===== src/rtl/gtxe2_qpll_pkg.sv =====
// rtl/gtxe2_qpll_pkg.sv - shared state encoding, widths and control decode for the QPLL reset sequencer
//
// Purpose: state encoding, STATE / RETRY_CNT widths and the per-state QPLL
// control pattern used by gtxe2_qpll_reset_seq.
// Ports: none (package).

package gtxe2_qpll_pkg;

    localparam int STATE_W = 3;
    localparam int RETRY_W = 2;

    typedef enum logic [STATE_W-1:0] {
        ST_IDLE      = 3'd0,
        ST_PWRDN     = 3'd1,
        ST_RST_Q     = 3'd2,
        ST_WAIT_LOCK = 3'd3,
        ST_STABLE    = 3'd4,
        ST_READY     = 3'd5,
        ST_FAULT     = 3'd6
    } state_t;

    typedef struct packed {
        logic pd;
        logic reset;
        logic locken;
        logic outreset;
        logic done;
        logic fail;
    } ctrl_t;

    localparam ctrl_t CTRL_RESET = '{pd: 1'b1, reset: 1'b1, locken: 1'b0,
                                     outreset: 1'b1, done: 1'b0, fail: 1'b0};

    // Control pattern driven while sitting in a given state. The PLL stays
    // fully held (PD/RESET/OUTRESET) in IDLE, PWRDN and FAULT so a failed
    // QPLL never toggles QPLLOUTCLK into the downstream transceivers.
    function automatic ctrl_t state_ctrl(input state_t s);
        ctrl_t c;
        c = CTRL_RESET;
        case (s)
            ST_RST_Q: begin
                c.pd = 1'b0;
            end
            ST_WAIT_LOCK, ST_STABLE: begin
                c.pd     = 1'b0;
                c.reset  = 1'b0;
                c.locken = 1'b1;
            end
            ST_READY: begin
                c.pd       = 1'b0;
                c.reset    = 1'b0;
                c.locken   = 1'b1;
                c.outreset = 1'b0;
                c.done     = 1'b1;
            end
            ST_FAULT: begin
                c.fail = 1'b1;
            end
            default: c = CTRL_RESET;
        endcase
        return c;
    endfunction

endpackage


===== src/rtl/gtxe2_sync2.sv =====
// rtl/gtxe2_sync2.sv - two-flop synchronizer with synchronous active-high reset
//
// Purpose: bring an asynchronous single-bit status into the clk domain.
// Ports:
//   clk  in  destination clock
//   rst  in  synchronous active-high reset, clears both stages
//   d    in  asynchronous input
//   q    out synchronized output (2-cycle latency)

module gtxe2_sync2 (
    input  logic clk,
    input  logic rst,
    input  logic d,
    output logic q
);

    logic meta;

    always_ff @(posedge clk) begin
        if (rst) begin
            meta <= 1'b0;
            q    <= 1'b0;
        end else begin
            meta <= d;
            q    <= meta;
        end
    end

endmodule


===== src/rtl/gtxe2_qpll_reset_seq.sv =====
// rtl/gtxe2_qpll_reset_seq.sv - GTXE2 QPLL power-up/reset/lock sequencer with retry and lock qualification
//
// Purpose: drives QPLLPD / QPLLRESET / QPLLLOCKEN / QPLLOUTRESET through the
// power-down, reset and lock phases, qualifies lock over a stability window,
// retries on timeout or refclk loss and reports DONE / FAIL.
// Ports:
//   DRPCLK          in   free-running system clock
//   RST             in   synchronous active-high reset
//   START           in   start / restart (level, honoured in IDLE/READY/FAULT)
//   QPLLLOCK        in   QPLL lock (asynchronous)
//   QPLLREFCLKLOST  in   QPLL reference clock lost (asynchronous)
//   QPLLPD          out  QPLL power-down
//   QPLLRESET       out  QPLL reset
//   QPLLLOCKEN      out  lock-detector enable
//   QPLLOUTRESET    out  QPLL output-divider reset
//   DONE            out  lock qualified
//   FAIL            out  retries exhausted
//   RETRY_CNT       out  retries used in the current sequence
//   STATE           out  current state encoding

module gtxe2_qpll_reset_seq
    import gtxe2_qpll_pkg::*;
#(
    parameter int PD_CYCLES    = 32,
    parameter int RESET_CYCLES = 16,
    parameter int LOCK_TIMEOUT = 65535,
    parameter int LOCK_STABLE  = 256,
    parameter int MAX_RETRIES  = 3,
    parameter int CNT_W        = 16
) (
    input  logic               DRPCLK,
    input  logic               RST,
    input  logic               START,
    input  logic               QPLLLOCK,
    input  logic               QPLLREFCLKLOST,
    output logic               QPLLPD,
    output logic               QPLLRESET,
    output logic               QPLLLOCKEN,
    output logic               QPLLOUTRESET,
    output logic               DONE,
    output logic               FAIL,
    output logic [RETRY_W-1:0] RETRY_CNT,
    output logic [STATE_W-1:0] STATE
);

    // Terminal counts: a state with terminal N-1 lasts exactly N cycles
    // because cnt is cleared on the entry edge.
    localparam logic [CNT_W-1:0]   PD_TC     = CNT_W'(PD_CYCLES - 1);
    localparam logic [CNT_W-1:0]   RESET_TC  = CNT_W'(RESET_CYCLES - 1);
    localparam logic [CNT_W-1:0]   TIMEOUT_TC = CNT_W'(LOCK_TIMEOUT - 1);
    localparam logic [CNT_W-1:0]   STABLE_TC = CNT_W'(LOCK_STABLE - 1);
    localparam logic [RETRY_W-1:0] RETRY_MAX = RETRY_W'(MAX_RETRIES);

    state_t             state;
    state_t             next_state;
    logic [CNT_W-1:0]   cnt;
    logic [RETRY_W-1:0] retry_cnt;
    logic               retry_inc;
    logic               retry_clr;
    logic               retry_req;
    ctrl_t              ctrl_q;
    ctrl_t              ctrl_d;
    logic               lock_s;
    logic               lost_s;

    gtxe2_sync2 u_sync_lock (
        .clk (DRPCLK),
        .rst (RST),
        .d   (QPLLLOCK),
        .q   (lock_s)
    );

    gtxe2_sync2 u_sync_lost (
        .clk (DRPCLK),
        .rst (RST),
        .d   (QPLLREFCLKLOST),
        .q   (lost_s)
    );

    // State, counter, retry counter and registered controls all advance on
    // the same edge so the outputs never lag the state by a cycle.
    always_ff @(posedge DRPCLK) begin
        if (RST) begin
            state     <= ST_IDLE;
            cnt       <= '0;
            retry_cnt <= '0;
            ctrl_q    <= CTRL_RESET;
        end else begin
            state  <= next_state;
            ctrl_q <= ctrl_d;
            if (next_state != state) begin
                cnt <= '0;
            end else begin
                // Wraps harmlessly in IDLE/READY/FAULT, which have no terminal count.
                cnt <= cnt + 1'b1;
            end
            if (retry_clr) begin
                retry_cnt <= '0;
            end else if (retry_inc) begin
                retry_cnt <= retry_cnt + 1'b1;
            end
        end
    end

    always_comb begin
        next_state = state;
        retry_inc  = 1'b0;
        retry_clr  = 1'b0;
        retry_req  = 1'b0;
        case (state)
            ST_IDLE: begin
                if (START) begin
                    next_state = ST_PWRDN;
                    retry_clr  = 1'b1;
                end
            end
            ST_PWRDN: begin
                if (cnt == PD_TC) next_state = ST_RST_Q;
            end
            ST_RST_Q: begin
                if (cnt == RESET_TC) next_state = ST_WAIT_LOCK;
            end
            ST_WAIT_LOCK: begin
                // Refclk loss beats lock; lock beats a coincident timeout.
                if (lost_s) begin
                    retry_req = 1'b1;
                end else if (lock_s) begin
                    next_state = ST_STABLE;
                end else if (cnt == TIMEOUT_TC) begin
                    retry_req = 1'b1;
                end
            end
            ST_STABLE: begin
                // A glitch restarts the wait (fresh timeout) without burning a retry.
                if (!lock_s || lost_s) begin
                    next_state = ST_WAIT_LOCK;
                end else if (cnt == STABLE_TC) begin
                    next_state = ST_READY;
                end
            end
            ST_READY: begin
                if (!lock_s || lost_s || START) begin
                    next_state = ST_PWRDN;
                    retry_clr  = 1'b1;
                end
            end
            ST_FAULT: begin
                if (START) begin
                    next_state = ST_PWRDN;
                    retry_clr  = 1'b1;
                end
            end
            default: begin
                next_state = ST_IDLE;
            end
        endcase

        if (retry_req) begin
            if (retry_cnt < RETRY_MAX) begin
                next_state = ST_PWRDN;
                retry_inc  = 1'b1;
            end else begin
                next_state = ST_FAULT;
            end
        end
    end

    // Controls are decoded from the state being entered and registered.
    always_comb begin
        ctrl_d = state_ctrl(next_state);
    end

    assign QPLLPD       = ctrl_q.pd;
    assign QPLLRESET    = ctrl_q.reset;
    assign QPLLLOCKEN   = ctrl_q.locken;
    assign QPLLOUTRESET = ctrl_q.outreset;
    assign DONE         = ctrl_q.done;
    assign FAIL         = ctrl_q.fail;
    assign RETRY_CNT    = retry_cnt;
    assign STATE        = state;

endmodule


===== config.mk =====
export PLATFORM = sky130hd
export DESIGN_NAME = gtxe2_qpll_reset_seq
export DESIGN_NICKNAME = d
export VERILOG_FILES = /design/src/rtl/gtxe2_qpll_pkg.sv /design/src/rtl/gtxe2_sync2.sv /design/src/rtl/gtxe2_qpll_reset_seq.sv
export SDC_FILE = /design/constraint.sdc
export NUM_CORES = 1
export LEC_CHECK = 0
export ABC_AREA = 1
export BUFFER_PORTS_ARGS = -buffer_cell sky130_fd_sc_hd__buf_2
export CORE_ASPECT_RATIO = 1.2
export CORE_MARGIN = 8
export CORE_UTILIZATION = 40
export CTS_CLUSTER_SIZE = 28
export DETAILED_ROUTE_END_ITERATION = 7
export SYNTH_ARGS = -nofsm -noshare
export SYNTH_HDL_FRONTEND = slang
export SYNTH_SLANG_ARGS = --single-unit

===== constraint.sdc =====
create_clock -name DRPCLK -period 1.9 [get_ports DRPCLK]
set_input_delay 0.095 -clock DRPCLK [delete_from_list [all_inputs] [get_ports DRPCLK]]
set_output_delay 0.095 -clock DRPCLK [all_outputs]
set_load 0.01 [all_outputs]

==> metrics <==
status=finished clean; Syn Inst Count=~220; CTS tree=done; Slew @ Worst Pin=0.355 ns; utilization after layout=between 40% and 50%; Sw Share=between 20% and 30%; clk_skew=approximately 0.0089 ns; Nets=roughly 250; Top Metal Used=met4; r2r startpoint=cnt[0]; unrepaired setup endpoints after global routing=yes; Syn Nets=around 230; Worst EP arrival=1.98 ns; WL met2=about 1600 um; register area=between 600 and 700 um2; initial antenna violation count=0; clk_lat worst skew=just under 0.3 ns; vias in the first global route=roughly 1,300; largest net degree at the start of global routing=17; Top FF cell, synth=dfxtp_1; hold-critical path depth=3; crit path kind=flip-flop to flip-flop; Fill cells=between 400 and 500; EDFF count, synth=0; Max-slew headroom=~76%; Synth Register Bits=31; top cells by area, synth=dfxtp_1 37%, nor3_2 8.4%, inv_1 7.5%, nor2_1 6.8%, nand2_1 6.3%; first-pass GRT wire length=5640 um; die area=roughly 0.0065 mm2; CTS Buffer Depth=2; Clock power frac=42.3%; FF-to-FF path depth=12; total CTS buffers=5; Port Buffers=15; Seq pwr share=around half; gr ovfl total=0; post-layout min period=1.78 ns; Async SR Flop Fraction=0%; post-synthesis cell type with the largest combined area=dfxtp_1; ratio of cells with drive above 1 in the final layout=29.3%; global-route usage over all layers=11.1%; Vias/cell=~4.7; final hold vios=0; Synth top area share=37.4%; diodes inserted=0; worst min path class=input port to flip-flop; gpl congestion=about 0.80; count leader, synth=inv_1; area of the multi-input gates=approximately 950 um2; max-capacitance violation count=0; Post-synth top cells=33 x inv_1, 31 x dfxtp_1, 30 x nor2_1; Cell Int Power=1.02 mW; Max Freq=roughly 560 MHz; Root Driver=clkbuf_8; Starting Density=41.8%; detailed-router iteration count before antenna repair=4; Worst Setup Start Kind=flip-flop; r2r endpoint=cnt[0]; antenna viol nets, final=0; Die H=about 87 um; wire length per cell=approximately 11 um; power share of the combinational group=between 7 and 8%; Final period util=between 90% and 100%; synthesis-to-finish area growth=18.9%; Setup crit end kind=flip-flop; Crit Path Max Fanout=16; HP Start=QPLLREFCLKLOST; leakage=roughly 0.80 nW; DRT iter0 DRCs=51; Core ar.=0.00397 mm2; Worst Path Required=roughly 2.1 ns; H-tree depth=2; pwr dens=about 700 mW/mm2; Routed WL=~3300 um; number of setup violations in the final report=0; Net Sw Power=around 0.33 mW; Hold Path End=u_sync_lost.meta; Final Slew Violations=0; total vias in the final route=1,363; Syn Area/Cell=7.65 um2; Detailed Place HPWL=around 2400 um; hold_ws=between 0.01 and 0.015 ns; Met1 Wirelength=1560 um; worst vdd rail ir drop=between 500 and 600 uV; # DRC=0; Reg2Reg Setup Slack=~0.12 ns; met3 WL=approximately 100 um; Clock Pin Slew Worst Setup and Hold Paths=around 0.06 ns; Die Wd=about 75 um; num rows=25; Yosys warning count=0; clock sink total=31; Hold-fix buffers, CTS=0; IO Pins=16; sequential area share after synthesis=37.4%; Cell Area, Synth=roughly 0.0017 mm2; Yosys cell types=26
-- worst max path at each step --
stage / slack [ns] / start / to / cells past startpoint
after floorplan: 0.18 / cnt[0] / cnt[15] / 12
after global placement: 0.03 / cnt[0] / cnt[3] / 11
after detailed placement: -0.02 / cnt[0] / cnt[2] / 11
after CTS: 0.00003 / cnt[0] / cnt[2] / 11
after global routing: -0.02 / cnt[0] / cnt[15] / 11
final: 0.12 / cnt[0] / cnt[0] / 12
-- area by class of cell --
class,count,area share (%)
well taps,54,3.42
repair buffers,17,4.57
inverters,37,7.04
clock buffers,8,5.07
multi-input cells,146,48.1
flip-flops and latches,31,31.8
-- state kept, by name, summed over array words and instances, names as in the netlist --
| name | count |
|---|---|
| u_sync_lost.meta | 1 |
| cnt | 16 |
| u_sync_lock.meta | 1 |
| QPLLPD | 1 |
| u_sync_lock.q | 1 |
| u_sync_lost.q | 1 |
| STATE | 3 |
| DONE | 1 |
| RETRY_CNT | 2 |
| QPLLOUTRESET | 1 |
| QPLLRESET | 1 |
| FAIL | 1 |
| QPLLLOCKEN | 1 |
-- routing by layer --
metal | vias to the layer above | track usage [%]
met5 | - | 0
met4 | 0 | 4.29
met3 | 6 | 3.46
met2 | 27 | 18.2
met1 | 603 | 13.0
li1 | 727 | -
-- through the flow --
stage	setup WS [ns]	total power, mW	TNS [ns]	cell area, um2	cells
2_1_floorplan	0.183	0.763	0	1660	217
6_report	0.124	1.35	0	1970	293
4_1_cts	0.0000344	1.35	0	1900	292
3_5_place_dp	-0.0179	0.776	-0.0409	1780	284
5_1_grt	-0.0234	1.40	-0.157	1970	293
3_3_place_gp	0.0331	0.777	0	1780	284
-- critical path, cell delays in order (launching register included) --
cell	delay, ns
dfxtp_2	0.35
inv_1	0.06
ha_1	0.14
nand2_1	0.04
nor2_1	0.08
nand3_1	0.12
o21bai_4	0.22
nand3_4	0.14
nand2_1	0.10
nand3_1	0.08
nand2_2	0.12
nand2_8	0.13
nor3_2	0.12
-- power groups by stage --
stage	registers (mW)	logic (mW)	clock network [mW]
after floorplan	0.684	0.0795	0
after global placement	0.685	0.0920	0
after detailed placement	0.685	0.0914	0
after CTS	0.671	0.0930	0.587
after global routing	0.676	0.115	0.611
final	0.675	0.103	0.571
-- repair_timing --
item,CTS,global route
endpoints found under the setup margin,16,20
pin swaps,0,2
gates resized for setup,3,16
hold endpoints to repair,0,0
setup buffers,0,1
-- cell usage in the layout, fill, tap and decap left out, drive strengths merged --
master,count
xor2,8
or2,1
a21oi,4
o21ai,2
nor4,2
nor2,32
o21bai,1
nand3b,1
ha,3
xnor2,5
inv,37
clkbuf,8
nand4,5
dfxtp,31
nor3,23
nand3,21
buf,17
nand2,38
-- logic make-up (layout without fill, tap and decap cells) --
family / count (synthesis) / in the layout / share of synthesized area [%]
xor gates and xnor gates: 13 / 13 / 6.86
buffers and inverters: 40 / 62 / 9.95
adders and majority gates: 3 / 3 / 2.26
AOI/OAI and AO/OA: 7 / 7 / 2.94
DFF: 31 / 31 / 37.4
and+or+nand+nor: 123 / 123 / 40.6
Note: power is estimated with default switching activity, not from simulation.
